===== src/rtl/junction_phase_controller_if.sv =====
// ---------------------------------------------------------------------------
// junction_phase_controller_if
//
// Groups the sensing inputs and lamp-driver outputs of the junction phase
// controller into one bundle.
//
// Signals:
//   congestion   sensing -> controller  main road congested
//   side_req     sensing -> controller  level request per side road
//   phase        controller -> lamps    00 MAIN_GO, 01 MAIN_ATTN,
//                                       10 SIDE_GO, 11 SIDE_ATTN
//   side_grant   controller -> lamps    one-hot served side road, 0 if none
//   phase_start  controller -> lamps    pulse on first cycle of each phase
//
// Modports:
//   master  the sensing side (drives requests, observes phases)
//   slave   the controller
// ---------------------------------------------------------------------------
interface junction_phase_controller_if #(
    parameter int NUM_SIDE = 4
);
    logic                congestion;
    logic [NUM_SIDE-1:0] side_req;
    logic [1:0]          phase;
    logic [NUM_SIDE-1:0] side_grant;
    logic                phase_start;

    modport master (
        output congestion,
        output side_req,
        input  phase,
        input  side_grant,
        input  phase_start
    );

    modport slave (
        input  congestion,
        input  side_req,
        output phase,
        output side_grant,
        output phase_start
    );
endinterface


===== src/rtl/junction_phase_controller.sv =====
// ---------------------------------------------------------------------------
// junction_phase_controller
//
// Cycle-counted traffic-phase controller for a main road crossed by NUM_SIDE
// side roads. Main road stays GO until a side road requests; congestion on
// the main road extends its GO time up to T_MAIN_MAX, after which a pending
// request forces the change. Side roads are served one at a time by
// round-robin arbitration.
//
// Ports:
//   clock        in   single clock, rising edge
//   reset_n      in   asynchronous active-low reset
//   bus          slave modport of junction_phase_controller_if
//                (congestion, side_req in; phase, side_grant, phase_start out)
//   cycle_count  out  [15:0] completed side-service cycles, saturating
//                (present only when JUNCTION_CYCLE_COUNT_EN is defined)
//
// Optional feature macro: JUNCTION_CYCLE_COUNT_EN
// ---------------------------------------------------------------------------
module junction_phase_controller #(
    parameter int NUM_SIDE   = 4,
    parameter int T_MAIN_GO  = 20,
    parameter int T_MAIN_MAX = 60,
    parameter int T_SIDE_GO  = 10,
    parameter int T_ATTN     = 3
) (
    input  logic                              clock,
    input  logic                              reset_n,
    junction_phase_controller_if.slave        bus
`ifdef JUNCTION_CYCLE_COUNT_EN
    ,
    output logic [15:0]                       cycle_count
`endif
);

    // -----------------------------------------------------------------------
    // Derived widths and constants
    // -----------------------------------------------------------------------
    localparam int PTR_W  = (NUM_SIDE > 1) ? $clog2(NUM_SIDE) : 1;
    localparam int EL_W   = $clog2(T_MAIN_MAX + 1);
    localparam int T_LONG = (T_SIDE_GO > T_ATTN) ? T_SIDE_GO : T_ATTN;
    localparam int TMR_W  = $clog2(T_LONG) + 1;

    localparam logic [EL_W-1:0]  EL_ONE      = EL_W'(1);
    localparam logic [EL_W-1:0]  EL_MAIN_GO  = EL_W'(T_MAIN_GO);
    localparam logic [EL_W-1:0]  EL_MAIN_MAX = EL_W'(T_MAIN_MAX);
    localparam logic [TMR_W-1:0] TMR_ATTN_LD = TMR_W'(T_ATTN - 1);
    localparam logic [TMR_W-1:0] TMR_SIDE_LD = TMR_W'(T_SIDE_GO - 1);
    localparam logic [TMR_W-1:0] TMR_ONE     = TMR_W'(1);
    localparam logic [PTR_W:0]   N_EXT       = (PTR_W + 1)'(NUM_SIDE);
    localparam logic [PTR_W:0]   PTR_ONE     = (PTR_W + 1)'(1);

    typedef enum logic [1:0] {
        PH_MAIN_GO   = 2'b00,
        PH_MAIN_ATTN = 2'b01,
        PH_SIDE_GO   = 2'b10,
        PH_SIDE_ATTN = 2'b11
    } phase_e;

    // -----------------------------------------------------------------------
    // State
    // -----------------------------------------------------------------------
    phase_e              state_q, state_d;
    logic [EL_W-1:0]     elapsed_q, elapsed_d;
    logic [TMR_W-1:0]    timer_q, timer_d;
    logic                forced_q, forced_d;
    logic [NUM_SIDE-1:0] grant_q, grant_d;
    logic [PTR_W-1:0]    rr_ptr_q, rr_ptr_d;
    logic                phase_start_q, phase_start_d;
`ifdef JUNCTION_CYCLE_COUNT_EN
    logic [15:0]         count_q, count_d;
`endif

    // -----------------------------------------------------------------------
    // Decision terms
    // -----------------------------------------------------------------------
    logic any_req;
    logic elapsed_at_min;
    logic elapsed_at_max;
    logic main_exit;
    logic timer_done;
    logic side_go_ok;

    assign any_req        = |bus.side_req;
    assign elapsed_at_min = (elapsed_q >= EL_MAIN_GO);
    assign elapsed_at_max = (elapsed_q == EL_MAIN_MAX);
    // Congestion holds main GO until the starvation limit is reached.
    assign main_exit      = elapsed_at_min && any_req &&
                            (!bus.congestion || elapsed_at_max);
    assign timer_done     = (timer_q == '0);
    // A forced exit serves the side road even if congestion persists;
    // otherwise fresh congestion or a vanished request means clearance only.
    assign side_go_ok     = any_req && (!bus.congestion || forced_q);

    // -----------------------------------------------------------------------
    // Round-robin arbitration
    // Rotate the requests so the pointer position sits at bit 0, take the
    // lowest set bit, then rotate the offset back into an absolute index.
    // -----------------------------------------------------------------------
    logic [2*NUM_SIDE-1:0] req_dbl;
    logic [NUM_SIDE-1:0]   req_rot;
    logic [PTR_W-1:0]      arb_off;
    logic [PTR_W:0]        arb_sum;
    logic [PTR_W-1:0]      arb_idx;
    logic [PTR_W:0]        arb_inc;
    logic [PTR_W-1:0]      arb_ptr_next;
    logic [NUM_SIDE-1:0]   arb_onehot;

    assign req_dbl = {bus.side_req, bus.side_req};
    assign req_rot = NUM_SIDE'(req_dbl >> rr_ptr_q);

    always_comb begin
        arb_off = '0;
        for (int k = NUM_SIDE - 1; k >= 0; k--) begin
            if (req_rot[k]) begin
                arb_off = PTR_W'(k);
            end
        end
    end

    assign arb_sum      = {1'b0, rr_ptr_q} + {1'b0, arb_off};
    assign arb_idx      = (arb_sum >= N_EXT) ? PTR_W'(arb_sum - N_EXT)
                                             : PTR_W'(arb_sum);
    assign arb_inc      = {1'b0, arb_idx} + PTR_ONE;
    assign arb_ptr_next = (arb_inc == N_EXT) ? '0 : PTR_W'(arb_inc);

    for (genvar gi = 0; gi < NUM_SIDE; gi++) begin : g_onehot
        assign arb_onehot[gi] = (arb_idx == PTR_W'(gi));
    end

    // -----------------------------------------------------------------------
    // State register
    // -----------------------------------------------------------------------
    always_ff @(posedge clock or negedge reset_n) begin
        if (!reset_n) begin
            state_q       <= PH_MAIN_GO;
            elapsed_q     <= EL_ONE;
            timer_q       <= '0;
            forced_q      <= 1'b0;
            grant_q       <= '0;
            rr_ptr_q      <= '0;
            phase_start_q <= 1'b0;
`ifdef JUNCTION_CYCLE_COUNT_EN
            count_q       <= '0;
`endif
        end else begin
            state_q       <= state_d;
            elapsed_q     <= elapsed_d;
            timer_q       <= timer_d;
            forced_q      <= forced_d;
            grant_q       <= grant_d;
            rr_ptr_q      <= rr_ptr_d;
            phase_start_q <= phase_start_d;
`ifdef JUNCTION_CYCLE_COUNT_EN
            count_q       <= count_d;
`endif
        end
    end

    // -----------------------------------------------------------------------
    // Next-state logic
    // -----------------------------------------------------------------------
    always_comb begin
        state_d = state_q;
        case (state_q)
            PH_MAIN_GO: begin
                if (main_exit) begin
                    state_d = PH_MAIN_ATTN;
                end
            end
            PH_MAIN_ATTN: begin
                if (timer_done) begin
                    state_d = side_go_ok ? PH_SIDE_GO : PH_SIDE_ATTN;
                end
            end
            PH_SIDE_GO: begin
                if (timer_done) begin
                    state_d = PH_SIDE_ATTN;
                end
            end
            default: begin  // PH_SIDE_ATTN
                if (timer_done) begin
                    state_d = PH_MAIN_GO;
                end
            end
        endcase
    end

    // -----------------------------------------------------------------------
    // Output / datapath logic
    // -----------------------------------------------------------------------
    always_comb begin
        elapsed_d     = elapsed_q;
        timer_d       = timer_q;
        forced_d      = forced_q;
        grant_d       = grant_q;
        rr_ptr_d      = rr_ptr_q;
        phase_start_d = (state_d != state_q);
        case (state_q)
            PH_MAIN_GO: begin
                if (main_exit) begin
                    timer_d  = TMR_ATTN_LD;
                    forced_d = elapsed_at_max;
                end else if (!elapsed_at_max) begin
                    elapsed_d = elapsed_q + EL_ONE;
                end
            end
            PH_MAIN_ATTN: begin
                if (timer_done) begin
                    if (side_go_ok) begin
                        grant_d  = arb_onehot;
                        rr_ptr_d = arb_ptr_next;
                        timer_d  = TMR_SIDE_LD;
                    end else begin
                        // Clearance: no road served, pointer left alone.
                        grant_d  = '0;
                        timer_d  = TMR_ATTN_LD;
                    end
                end else begin
                    timer_d = timer_q - TMR_ONE;
                end
            end
            PH_SIDE_GO: begin
                if (timer_done) begin
                    timer_d = TMR_ATTN_LD;
                end else begin
                    timer_d = timer_q - TMR_ONE;
                end
            end
            default: begin  // PH_SIDE_ATTN
                if (timer_done) begin
                    grant_d   = '0;
                    forced_d  = 1'b0;
                    elapsed_d = EL_ONE;
                end else begin
                    timer_d = timer_q - TMR_ONE;
                end
            end
        endcase
    end

`ifdef JUNCTION_CYCLE_COUNT_EN
    always_comb begin
        count_d = count_q;
        if ((state_q == PH_SIDE_ATTN) && timer_done && (count_q != 16'hFFFF)) begin
            count_d = count_q + 16'd1;
        end
    end

    assign cycle_count = count_q;
`endif

    assign bus.phase       = state_q;
    assign bus.side_grant  = grant_q;
    assign bus.phase_start = phase_start_q;

endmodule

===== src/flat_wrapper.sv =====
// flat-port wrapper written by rule: the top's interface ports become plain ports
module junction_phase_controller_flat 
#(
    parameter int NUM_SIDE   = 4,
    parameter int T_MAIN_GO  = 20,
    parameter int T_MAIN_MAX = 60,
    parameter int T_SIDE_GO  = 10,
    parameter int T_ATTN     = 3
)
  (clock, reset_n, bus_congestion, bus_side_req, bus_phase, bus_side_grant, bus_phase_start);
  junction_phase_controller_if #(.NUM_SIDE(NUM_SIDE)) bus_i ();
  input  logic clock;
  input  logic reset_n;
  input wire logic [$bits(bus_i.congestion)-1:0] bus_congestion;
  input wire logic [$bits(bus_i.side_req)-1:0] bus_side_req;
  output wire logic [$bits(bus_i.phase)-1:0] bus_phase;
  output wire logic [$bits(bus_i.side_grant)-1:0] bus_side_grant;
  output wire logic [$bits(bus_i.phase_start)-1:0] bus_phase_start;
  assign bus_i.congestion = bus_congestion;
  assign bus_i.side_req = bus_side_req;
  assign bus_phase = bus_i.phase;
  assign bus_side_grant = bus_i.side_grant;
  assign bus_phase_start = bus_i.phase_start;
  junction_phase_controller #(.NUM_SIDE(NUM_SIDE), .T_MAIN_GO(T_MAIN_GO), .T_MAIN_MAX(T_MAIN_MAX), .T_SIDE_GO(T_SIDE_GO), .T_ATTN(T_ATTN)) u_core (.clock(clock), .reset_n(reset_n), .bus(bus_i));
endmodule

===== config.mk =====
export PLATFORM = sky130hd
export DESIGN_NAME = junction_phase_controller_flat
export DESIGN_NICKNAME = d
export VERILOG_FILES = /design/src/rtl/junction_phase_controller_if.sv /design/src/rtl/junction_phase_controller.sv /design/src/flat_wrapper.sv
export SDC_FILE = /design/constraint.sdc
export NUM_CORES = 1
export LEC_CHECK = 0
export CORE_UTILIZATION = 30
export CTS_CLUSTER_DIAMETER = 100
export DETAILED_ROUTE_END_ITERATION = 6
export PLACE_DENSITY = 0.47
export SYNTH_ARGS = -nofsm -noshare
export SYNTH_HDL_FRONTEND = slang
export SYNTH_SLANG_ARGS = --single-unit

===== constraint.sdc =====
create_clock -name clock -period 3.8 [get_ports clock]
set_input_delay 0.76 -clock clock [delete_from_list [all_inputs] [get_ports clock]]
set_output_delay 0.76 -clock clock [all_outputs]
set_load 0.01 [all_outputs]

==> impl_metrics.json <==
{
  "status": "completed",
  "max_freq_mhz": 355,
  "finalSetupTns_ps": 0,
  "die_area_mm2": 0.00558,
  "slew_violations": 0,
  "start_util_pct": 31.0,
  "die_w_um": 74.7,
  "cts_buffer_depth": 2,
  "routed_wl_mm": 3.73,
  "synth.distinct_cells": 52,
  "netlist.area_leader.share_pct": 31.6,
  "worst_path_largest_cell_delay_ps": 590,
  "critPathMaxFanout": 8,
  "relSlewSlack_pct": 33.3,
  "worstSetupEndpointType": "flip-flop",
  "track_usage_pct": 14.9,
  "rsz0062_at_grt": "no",
  "syn_area_per_cell_um2": 8.66,
  "final_common_cell": "nand2_1",
  "grt_overflow_total": 0,
  "hold_depth": 2,
  "synth_cells": 183,
  "post-route-period-util_pct": 74.1,
  "area_growth_pct": 14.9,
  "setup_violations": 0,
  "path_clk_slew_ps": 80,
  "numCtsBuffers": 3,
  "placed_area_mm2": 0.00178,
  "min_period_ps": 2820,
  "synth_edf_count": 0,
  "drc_errors": 0,
  "viasPerCell": 5.37,
  "worst-endpoint-required_ps": 3960,
  "drt_iter0_drc": 79,
  "routedWlPerCell_um": 14.1,
  "drive_gt1_share_pct": 8.72,
  "cts_max_level": 1,
  "skew_ps": 1.59,
  "num_rows": 26,
  "io_buffers": 13,
  "grt_max_degree": 22,
  "cts_sinks": 21,
  "p_leak_nw": 0.736,
  "ioPinCount": 14,
  "cts_resized": 0,
  "coreArea_mm2": 0.00511,
  "seq_area_frac_synth_pct": 33.2,
  "crit_chain": "clkdlybuf4s50_1 > nor3_1 > maj3_1 > a311oi_1 > xor2_1 > ha_1 > mux2_2",
  "drv_cap": 0,
  "synthTopCellsByArea": "dfrtp_1, ha_1, nand2_1",
  "postCtsHoldBufs": 0,
  "fillers": 530,
  "ant_nets": 0,
  "synthesis.area_mm2": 0.00159,
  "cp_data_arrival_time_ps": 2970,
  "hpwl_mm": 2.79,
  "ys_warn_count": 0,
  "min_to": "u_core.bus.side_grant[0]",
  "r2r_slack_ps": 1390,
  "die_h_um": 74.7,
  "antenna_found_initial": 0,
  "worst_pin_slew_ps": 997,
  "num_antenna_cells": 0,
  "ff2ff_path_depth": 7,
  "hold_class": "reg -> reg",
  "criticalPathCategory": "in -> reg",
  "slowest_stage": "clkdlybuf4s50_1",
  "vias": 1423,
  "worstSetupStartpointType": "input pin",
  "grt_pass1_wl_mm": 6.37,
  "reg2reg_from": "u_core.bus.phase[0]",
  "clk_latency_ps": 270,
  "nNetsFinal": 215,
  "synth_fp_nets": 202,
  "hp-start": "u_core.bus.side_grant[0]",
  "final_cell_area_mm2": 0.00182,
  "grt_pass1_vias": 1359,
  "clock-root-buffer": "clkbuf_8",
  "p_per_area_mw_per_mm2": 897,
  "place_congestion": 0.809,
  "async_reset_ff_share_pct": 100,
  "layout_common_cells": "nand2_1, dfrtp_1, inv_1, clkdlybuf4s50_1",
  "ir_worst_vdd_uv": 283,
  "r2r_end": "u_core.elapsed_q[3]",
  "synth_largest_area_cell": "dfrtp_1",
  "dr.pass1.iters": 4,
  "post_cts_buffers": 0,
  "synth-seq-cells": 21,
  "hold_viol_final": 0,
  "tritoncts": "built",
  "ys.flop_type": "dfrtp_1"
}
layout make-up:
class | instances | area [µm²] | share of cell area, %
Clock buffer | 4 | 45.0 | 2.47
Multi-Input combinational cell | 144 | 983 | 54.0
Tap cell | 70 | 87.6 | 4.81
Sequential cell | 21 | 527 | 28.9
Timing Repair Buffer | 13 | 130 | 7.14
Inverter | 13 | 48.8 | 2.68
registers in the layout (all words and copies together) (netlist names):
| name | cells |
|---|---|
| u_core.forced_q | 1 |
| u_core.bus.phase_start | 1 |
| u_core.elapsed_q | 6 |
| u_core.rr_ptr_q | 2 |
| u_core.bus.phase | 2 |
| u_core.timer_q | 5 |
| u_core.bus.side_grant | 4 |
per-stage QoR:
step                power (mW)  util [%]  hold slack [ps]  cells  worst slack [ps]
finish                    1.64      35.7              492    265               984
global route              1.80      35.7              547    265               801
CTS                       1.64      35.7              496    265               977
detailed placement        1.48      34.8              477    261               705
global placement          1.46      34.8              467    261               756
floorplan                 1.21         -              464    183              1440
layer usage:
layer / track usage, % / vias up / part of all wire, % / wire [µm]
met5: 0 / - / 0 / 0
met4: 6.08 / 0 / 1.6 / 59
met3: 2.14 / 7 / 3.0 / 110
met2: 23.9 / 28 / 46 / 1720
met1: 20.1 / 686 / 49 / 1840
li1: - / 702 / - / -
critical path, delay by kind of cell:
kind | cells | cell delay [ps]
muxes | 1 | 250
and+or+nand+nor | 1 | 90
buffers and inverters | 1 | 590
xor gates and xnor gates | 1 | 240
adders and majority gates | 2 | 610
AOI/OAI and AO/OA | 1 | 420
cell usage after synthesis, types with 2 or more instances:
| cell | n |
|---|---|
| a21o_1 | 2 |
| a21oi_1 | 8 |
| a21oi_2 | 2 |
| a2bb2oi_1 | 2 |
| a31oi_1 | 2 |
| a32oi_1 | 2 |
| clkbuf_1 | 4 |
| dfrtp_1 | 20 |
| ha_1 | 12 |
| inv_1 | 13 |
| mux2_2 | 4 |
| nand2_1 | 28 |
| nand3_1 | 5 |
| nor2_1 | 10 |
| nor3_1 | 5 |
| nor4_1 | 3 |
| o211ai_1 | 5 |
| o21a_1 | 4 |
| o21ai_0 | 12 |
| o21ai_1 | 4 |
| o31ai_1 | 4 |
| xnor2_1 | 2 |
where the power goes:
group          internal [mW]  total [mW]  switching (mW)  leakage [nW]
clock                 0.0750       0.152          0.0771        0.0228
sequential             0.329       0.442           0.113         0.268
combinational          0.440        1.04           0.601         0.445
cell families after synthesis:
kind of cell             Yosys count  synth area share (%)
AND/OR/NAND/NOR                   63                  20.4
AO/OA/AOI/OAI                     61                  27.0
flip-flops                        21                  33.2
buffers and inverters             18                  4.74
adder cells (fa/ha/maj)           13                  10.1
multiplexers                       4                  2.84
XOR/XNOR                           3                  1.66
worst max-delay path by stage:
stage,startpoint,endpoint,slack [ps],depth (start not counted)
after detailed placement,bus_side_req[3],u_core.rr_ptr_q[1],710,7
after global placement,bus_side_req[3],u_core.rr_ptr_q[1],760,7
after global routing,bus_side_req[3],u_core.rr_ptr_q[1],800,7
after floorplan,bus_side_req[2],u_core.rr_ptr_q[1],1440,6
after CTS,bus_side_req[3],u_core.rr_ptr_q[1],980,7
final,bus_side_req[3],u_core.rr_ptr_q[1],980,7
(Power assumes the default switching activity.)
